===== config.mk =====
export PLATFORM = sky130hd
export DESIGN_NAME = alu_rr_sequencer
export DESIGN_NICKNAME = d
export VERILOG_FILES = /design/src/rtl/alu_rr_sequencer.sv
export SDC_FILE = /design/constraint.sdc
export NUM_CORES = 1
export LEC_CHECK = 0
export ABC_AREA = 1
export CORE_MARGIN = 10
export CORE_UTILIZATION = 45
export CTS_CLUSTER_DIAMETER = 50
export CTS_CLUSTER_SIZE = 16
export DETAILED_ROUTE_END_ITERATION = 10
export GPL_ROUTABILITY_DRIVEN = 0
export GPL_TIMING_DRIVEN = 0
export HOLD_SLACK_MARGIN = 0.03
export MAX_ROUTING_LAYER = met4
export PLACE_DENSITY = 0.83
export SLEW_MARGIN = 10
export SYNTH_ARGS = -nofsm -noshare
export SYNTH_HDL_FRONTEND = slang
export SYNTH_SLANG_ARGS = --single-unit

===== constraint.sdc =====
create_clock -name clk -period 2.7 [get_ports clk]
set_input_delay 0.81 -clock clk [delete_from_list [all_inputs] [get_ports clk]]
set_output_delay 0.81 -clock clk [all_outputs]
set_load 0.1 [all_outputs]

===== src/rtl/alu_rr_sequencer.sv =====
// Round-robin sequencer sharing one external combinational ALU between two
// valid/ready requesters; results return on a single tagged response channel.
module alu_rr_sequencer #(
    parameter int n  = 4,
    parameter int CW = 8
) (
    input  logic          clk,
    input  logic          rst,
    input  logic          req0_valid,
    input  logic [n-1:0]  req0_a,
    input  logic [n-1:0]  req0_b,
    input  logic [2:0]    req0_sel,
    output logic          req0_ready,
    input  logic          req1_valid,
    input  logic [n-1:0]  req1_a,
    input  logic [n-1:0]  req1_b,
    input  logic [2:0]    req1_sel,
    output logic          req1_ready,
    output logic [n-1:0]  alu_a,
    output logic [n-1:0]  alu_b,
    output logic [2:0]    alu_sel,
    input  logic [n-1:0]  alu_s,
    input  logic          alu_co,
    output logic          rsp_valid,
    input  logic          rsp_ready,
    output logic          rsp_id,
    output logic [n-1:0]  rsp_s,
    output logic          rsp_co,
    output logic          busy,
    output logic [CW-1:0] op_count
);

    typedef enum logic [1:0] {IDLE, EXEC, RESP} state_t;

    state_t        state_q, state_d;
    logic          last_id_q, last_id_d;
    logic          id_q, id_d;
    logic [n-1:0]  alu_a_q, alu_a_d;
    logic [n-1:0]  alu_b_q, alu_b_d;
    logic [2:0]    alu_sel_q, alu_sel_d;
    logic          rsp_valid_q, rsp_valid_d;
    logic          rsp_id_q, rsp_id_d;
    logic [n-1:0]  rsp_s_q, rsp_s_d;
    logic          rsp_co_q, rsp_co_d;
    logic [CW-1:0] op_count_q, op_count_d;

    logic grant0, grant1;

    // On a tie the requester that did not win last time is granted.
    always_comb begin
        grant0 = 1'b0;
        grant1 = 1'b0;
        if (state_q == IDLE) begin
            grant0 = req0_valid && (!req1_valid || last_id_q);
            grant1 = req1_valid && (!req0_valid || !last_id_q);
        end
    end

    assign req0_ready = grant0;
    assign req1_ready = grant1;

    always_comb begin
        state_d     = state_q;
        last_id_d   = last_id_q;
        id_d        = id_q;
        alu_a_d     = alu_a_q;
        alu_b_d     = alu_b_q;
        alu_sel_d   = alu_sel_q;
        rsp_valid_d = rsp_valid_q;
        rsp_id_d    = rsp_id_q;
        rsp_s_d     = rsp_s_q;
        rsp_co_d    = rsp_co_q;
        op_count_d  = op_count_q;
        case (state_q)
            IDLE: begin
                if (grant0 || grant1) begin
                    alu_a_d   = grant1 ? req1_a   : req0_a;
                    alu_b_d   = grant1 ? req1_b   : req0_b;
                    alu_sel_d = grant1 ? req1_sel : req0_sel;
                    id_d      = grant1;
                    last_id_d = grant1;
                    state_d   = EXEC;
                end
            end
            EXEC: begin
                rsp_s_d     = alu_s;
                rsp_co_d    = alu_co;
                rsp_id_d    = id_q;
                rsp_valid_d = 1'b1;
                state_d     = RESP;
            end
            RESP: begin
                if (rsp_ready) begin
                    rsp_valid_d = 1'b0;
                    op_count_d  = op_count_q + CW'(1);
                    state_d     = IDLE;
                end
            end
            default: state_d = IDLE;
        endcase
    end

    always_ff @(posedge clk or posedge rst) begin
        if (rst) begin
            state_q     <= IDLE;
            last_id_q   <= 1'b1;
            id_q        <= 1'b0;
            alu_a_q     <= '0;
            alu_b_q     <= '0;
            alu_sel_q   <= '0;
            rsp_valid_q <= 1'b0;
            rsp_id_q    <= 1'b0;
            rsp_s_q     <= '0;
            rsp_co_q    <= 1'b0;
            op_count_q  <= '0;
        end else begin
            state_q     <= state_d;
            last_id_q   <= last_id_d;
            id_q        <= id_d;
            alu_a_q     <= alu_a_d;
            alu_b_q     <= alu_b_d;
            alu_sel_q   <= alu_sel_d;
            rsp_valid_q <= rsp_valid_d;
            rsp_id_q    <= rsp_id_d;
            rsp_s_q     <= rsp_s_d;
            rsp_co_q    <= rsp_co_d;
            op_count_q  <= op_count_d;
        end
    end

    assign alu_a     = alu_a_q;
    assign alu_b     = alu_b_q;
    assign alu_sel   = alu_sel_q;
    assign rsp_valid = rsp_valid_q;
    assign rsp_id    = rsp_id_q;
    assign rsp_s     = rsp_s_q;
    assign rsp_co    = rsp_co_q;
    assign busy      = (state_q != IDLE);
    assign op_count  = op_count_q;

endmodule


After elaboration in Yosys (flattened, before gate mapping)
Index checks and enable logic that the tools add are counted.

word-level totals
  register bits after elaboration = 30
  input port bits = 32
  output and inout port bits = 29
  word-level logic and storage cells = 41

operators by class
  $add $sub $neg = 1
  eq/ne operators = 4
  mux-type cells = 10
  reductions and logical operators = 15

operator list
  kind                                                 count
  adder 8 x 1 -> 8 bit, second input constant          1
  2-to-1 mux 4 bit                                     2
  AND reduction 2 bit                                  4
  case mux 2 bit (3 select lines)                      1
  2-to-1 mux 2 bit                                     2
  nonzero test 2 bit                                   2
  zero test 1 bit                                      3
  logical OR 1 bit                                     3
  2-to-1 mux 1 bit                                     3
  2-to-1 mux 3 bit                                     1
  equality test 2 x 1 -> 1 bit, second input constant  1
  equality test 2 bit, second input constant           1
  logical AND 1 bit                                    2
  zero test 2 bit                                      1
  != test 2 x 1 -> 1 bit, second input constant        1
  != test 2 bit, second input constant                 1
  case mux 1 bit (2 select lines)                      1

Logic depth before layout (Yosys ltp)
  word-level depth = 7
  gate-level depth with buffers = 8
  depth with buffers taken out = 7

Worst setup path before layout
OpenSTA, ideal clock, no wires.

  path type = in2out
  start = input req0_valid
  end = output req1_ready
  arrival time = 1809 ps
  required time = 1890 ps
  path slack = 81 ps
  stages on the path = 4
  buffers on the path = 1
  cells stage by stage = nand2_1 nand3_2 buf_2 inv_1

on the way
  word-level cells in the longest chain between the ends = 4

RTL lines
  what               line  RTL
  from (decl)        9     input logic req0_valid,
  zero test 1 bit    55    grant1 = req1_valid && (!req0_valid || !last_id_q);
  logical OR 1 bit   55
  logical AND 1 bit  55
  2-to-1 mux 1 bit   53    if (state_q == IDLE) begin
  to (decl)          18    output logic req1_ready,

Every way passes these cells.

Worst setup path in the final report
Ends and elaborated chain as after synthesis.

==> impl_metrics.env <==
export IMPL_num_rows=20
export IMPL_cts_buffers=5
export IMPL_insertedDiodeCount=0
export IMPL_cts_root_buffer="clkbuf_4"
export IMPL_syn_area_sq_um=1480
export IMPL_portBuffers=60
export IMPL_ys_types=20
export IMPL_nNetsFinal=277
export IMPL_hp_class="flip-flop to flip-flop"
export IMPL_maxSlewHeadroom=0.270
export IMPL_syn_avg_cell_area_sq_um=8.32
export IMPL_min_period_ns=2.67
export IMPL_worst_path_largest_cell_delay_ns=0.44
export IMPL_start_kind="input pin"
export IMPL_crit_family="buffers and inverters"
export IMPL_setup_violations_final=0
export IMPL_crit_buf_inv=3
export IMPL_hpwl_mm=2.80
export IMPL_dr_total_vias=1333
export IMPL_cts_hold_buf=0
export IMPL_final_common_cell="nand2_1"
export IMPL_crit_arrival_ns=1.86
export IMPL_synth_seq_cells=30
export IMPL_start_util=0.477
export IMPL_finClkSkew_ns=0.0118
export IMPL_dieArea_sq_um=5990
export IMPL_postRouteAntennaNets=0
export IMPL_drv_cap=0
export IMPL_clock_sinks=30
export IMPL_syn_inst=178
export IMPL_period_share=0.989
export IMPL_finalSetupTns_ns=0
export IMPL_synth_warnings=0
export IMPL_drc=0
export IMPL_drt_iter0_drc=81
export IMPL_grt_pass1_vias=1338
export IMPL_die_x_microns=77.4
export IMPL_io_pins=61
export IMPL_ys_seq_area_frac=0.508
export IMPL_drive_gt1_frac=0.114
export IMPL_critical_path_class="input pin to primary output"
export IMPL_fmax_mhz=375
export IMPL_outcome="finished, final reports clean"
export IMPL_crit_cells=5
export IMPL_path_cells="clkdlybuf4s50_1 > nand2_2 > nand3_4 > inv_2 > buf_12"
export IMPL_grt_antenna_before_repair=0
export IMPL_crit_path_end_kind="primary output"
export IMPL_syn_num_nets=211
export IMPL_wl_per_cell_microns=12.6
export IMPL_routed_wl_mm=3.64
export IMPL_overflow=0
export IMPL_highest_layer="met4"
export IMPL_path_max_fanout=15
export IMPL_finalHoldViolCount=0
export IMPL_worstSkewPairLatency_ns=0.33
export IMPL_clockBufferDepth=2
export IMPL_wl_met3_microns=317
export IMPL_wl_met1_mm=1.68
export IMPL_core_sq_um=3100
export IMPL_layout_area_overhead_vs_synth_pct=50.2
export IMPL_path_clk_slew_ns=0.09
export IMPL_tightest_slew_ns=1.09
export IMPL_slowest_stage="clkdlybuf4s50_1"
export IMPL_rsz0062_at_grt="true"
export IMPL_cp_required_ns=1.89
export IMPL_grt_usage=0.130
export IMPL_final_cell_mix="50 x nand2_1, 44 x clkdlybuf4s50_1, 35 x inv_1, 29 x dfrtp_1, 16 x nand3_1"
export IMPL_drtPass1Iterations=4
export IMPL_cts_tree="yes"
export IMPL_grt_max_degree=31
export IMPL_grt_pass1_wl_mm=6.27
export IMPL_min_path_cells=2
export IMPL_h_tree_depth=2
export IMPL_fin_area_sq_um=2220
export IMPL_via_per_inst=4.61
export IMPL_met2WireLength_mm=1.63
export IMPL_chipHeight_microns=77.4
export IMPL_dpl_cell_area_sq_um=2140
export IMPL_r2r_cells=7
export IMPL_nFillCells=282
export IMPL_timing_final_max_slew_violations=0
## Yosys cell counts
| master | number | area [sq um] |
|---|---|---|
| inv_1 | 36 | 135 |
| nand2_2 | 2 | 12.5 |
| nand3_2 | 2 | 20.0 |
| nand3_1 | 16 | 80.1 |
| xnor2_1 | 2 | 17.5 |
| dfrtp_1 | 29 | 726 |
| inv_2 | 1 | 3.75 |
| nor2_1 | 3 | 11.3 |
| nand4_1 | 15 | 93.8 |
| ha_1 | 1 | 12.5 |
| o21ai_0 | 4 | 20.0 |
| mux2_2 | 5 | 56.3 |
| buf_6 | 2 | 22.5 |
| nor2_4 | 1 | 11.3 |
| clkbuf_1 | 2 | 7.51 |
| nand2_1 | 51 | 191 |
| xor2_1 | 2 | 17.5 |
| dfstp_2 | 1 | 26.3 |
| buf_2 | 2 | 10.0 |
| nor2_2 | 1 | 6.26 |
## per-layer routing
metal  up-vias  track usage
li1        693            -
met1       593        0.156
met2        43        0.190
met3         4       0.0622
met4         0       0.0328
met5         -            -
## path summary, 6_finish.rpt
path	start	end	slack (ns)
max	req0_valid	req1_ready	0.03
min	rsp_valid$_DFFE_PP0P_	rsp_valid$_DFFE_PP0P_	0.48
max reg2reg	state_q[1]$_DFFE_PP0P_	alu_sel[0]$_DFFE_PP0P_	1.25
min reg2reg	rsp_valid$_DFFE_PP0P_	rsp_valid$_DFFE_PP0P_	0.48
max in group asynchronous	rst	alu_sel[1]$_DFFE_PP0P_	0.99
min in group asynchronous	rst	state_q[0]$_DFFE_PP0P_	1.05
## tightest hold or removal path, cell delays in order (launching register included)
cell	delay, ns
dfrtp_1	0.36
nand2_1	0.05
nand2_1	0.04
## what timing repair did
item,CTS,global route
setup buffers,0,0
pin swaps,1,0
endpoints found under the setup margin,8,8
resized for setup,30,7
endpoints found under the hold margin,0,0
## registers in the layout (all words and copies together), names as in the netlist
register / flops
op_count: 8
alu_a: 4
alu_b: 4
rsp_s: 4
alu_sel: 3
state_q: 2
id_q: 1
last_id_q: 1
rsp_co: 1
rsp_id: 1
rsp_valid: 1
## area by class of cell
class / count / area (sq um) / share of cell area
flip-flops and latches: 30 / 752 / 0.338
repair buffers: 60 / 623 / 0.280
multi-input cells: 105 / 561 / 0.252
inverters: 37 / 139 / 0.0624
clock buffers: 7 / 55.1 / 0.0247
well taps: 44 / 55.1 / 0.0247
plain buffers: 5 / 35.0 / 0.0157
clock inverters: 1 / 5.00 / 0.00225
## kinds of logic after synthesis
logic type | after synthesis | share of synthesized area
buf+inv | 43 | 0.121
fa+ha+maj | 1 | 0.00844
xor+xnor | 4 | 0.0237
flops | 30 | 0.508
compound gates | 4 | 0.0135
simple gates | 91 | 0.288
mux | 5 | 0.0380
## metrics by stage
step	setup WS, ns	instances	hold slack (ns)	util
floorplan	0.0807	178	0.483	-
global placement	-1.04	282	0.456	0.689
detailed placement	-1.05	282	0.459	0.689
CTS	0.000276	290	0.483	0.715
global route	-0.0411	289	0.511	0.717
finish	0.0308	289	0.478	0.717
Power is not shown: default switching activity piles up to over one toggle a cycle in this logic, so the estimate is an artifact.
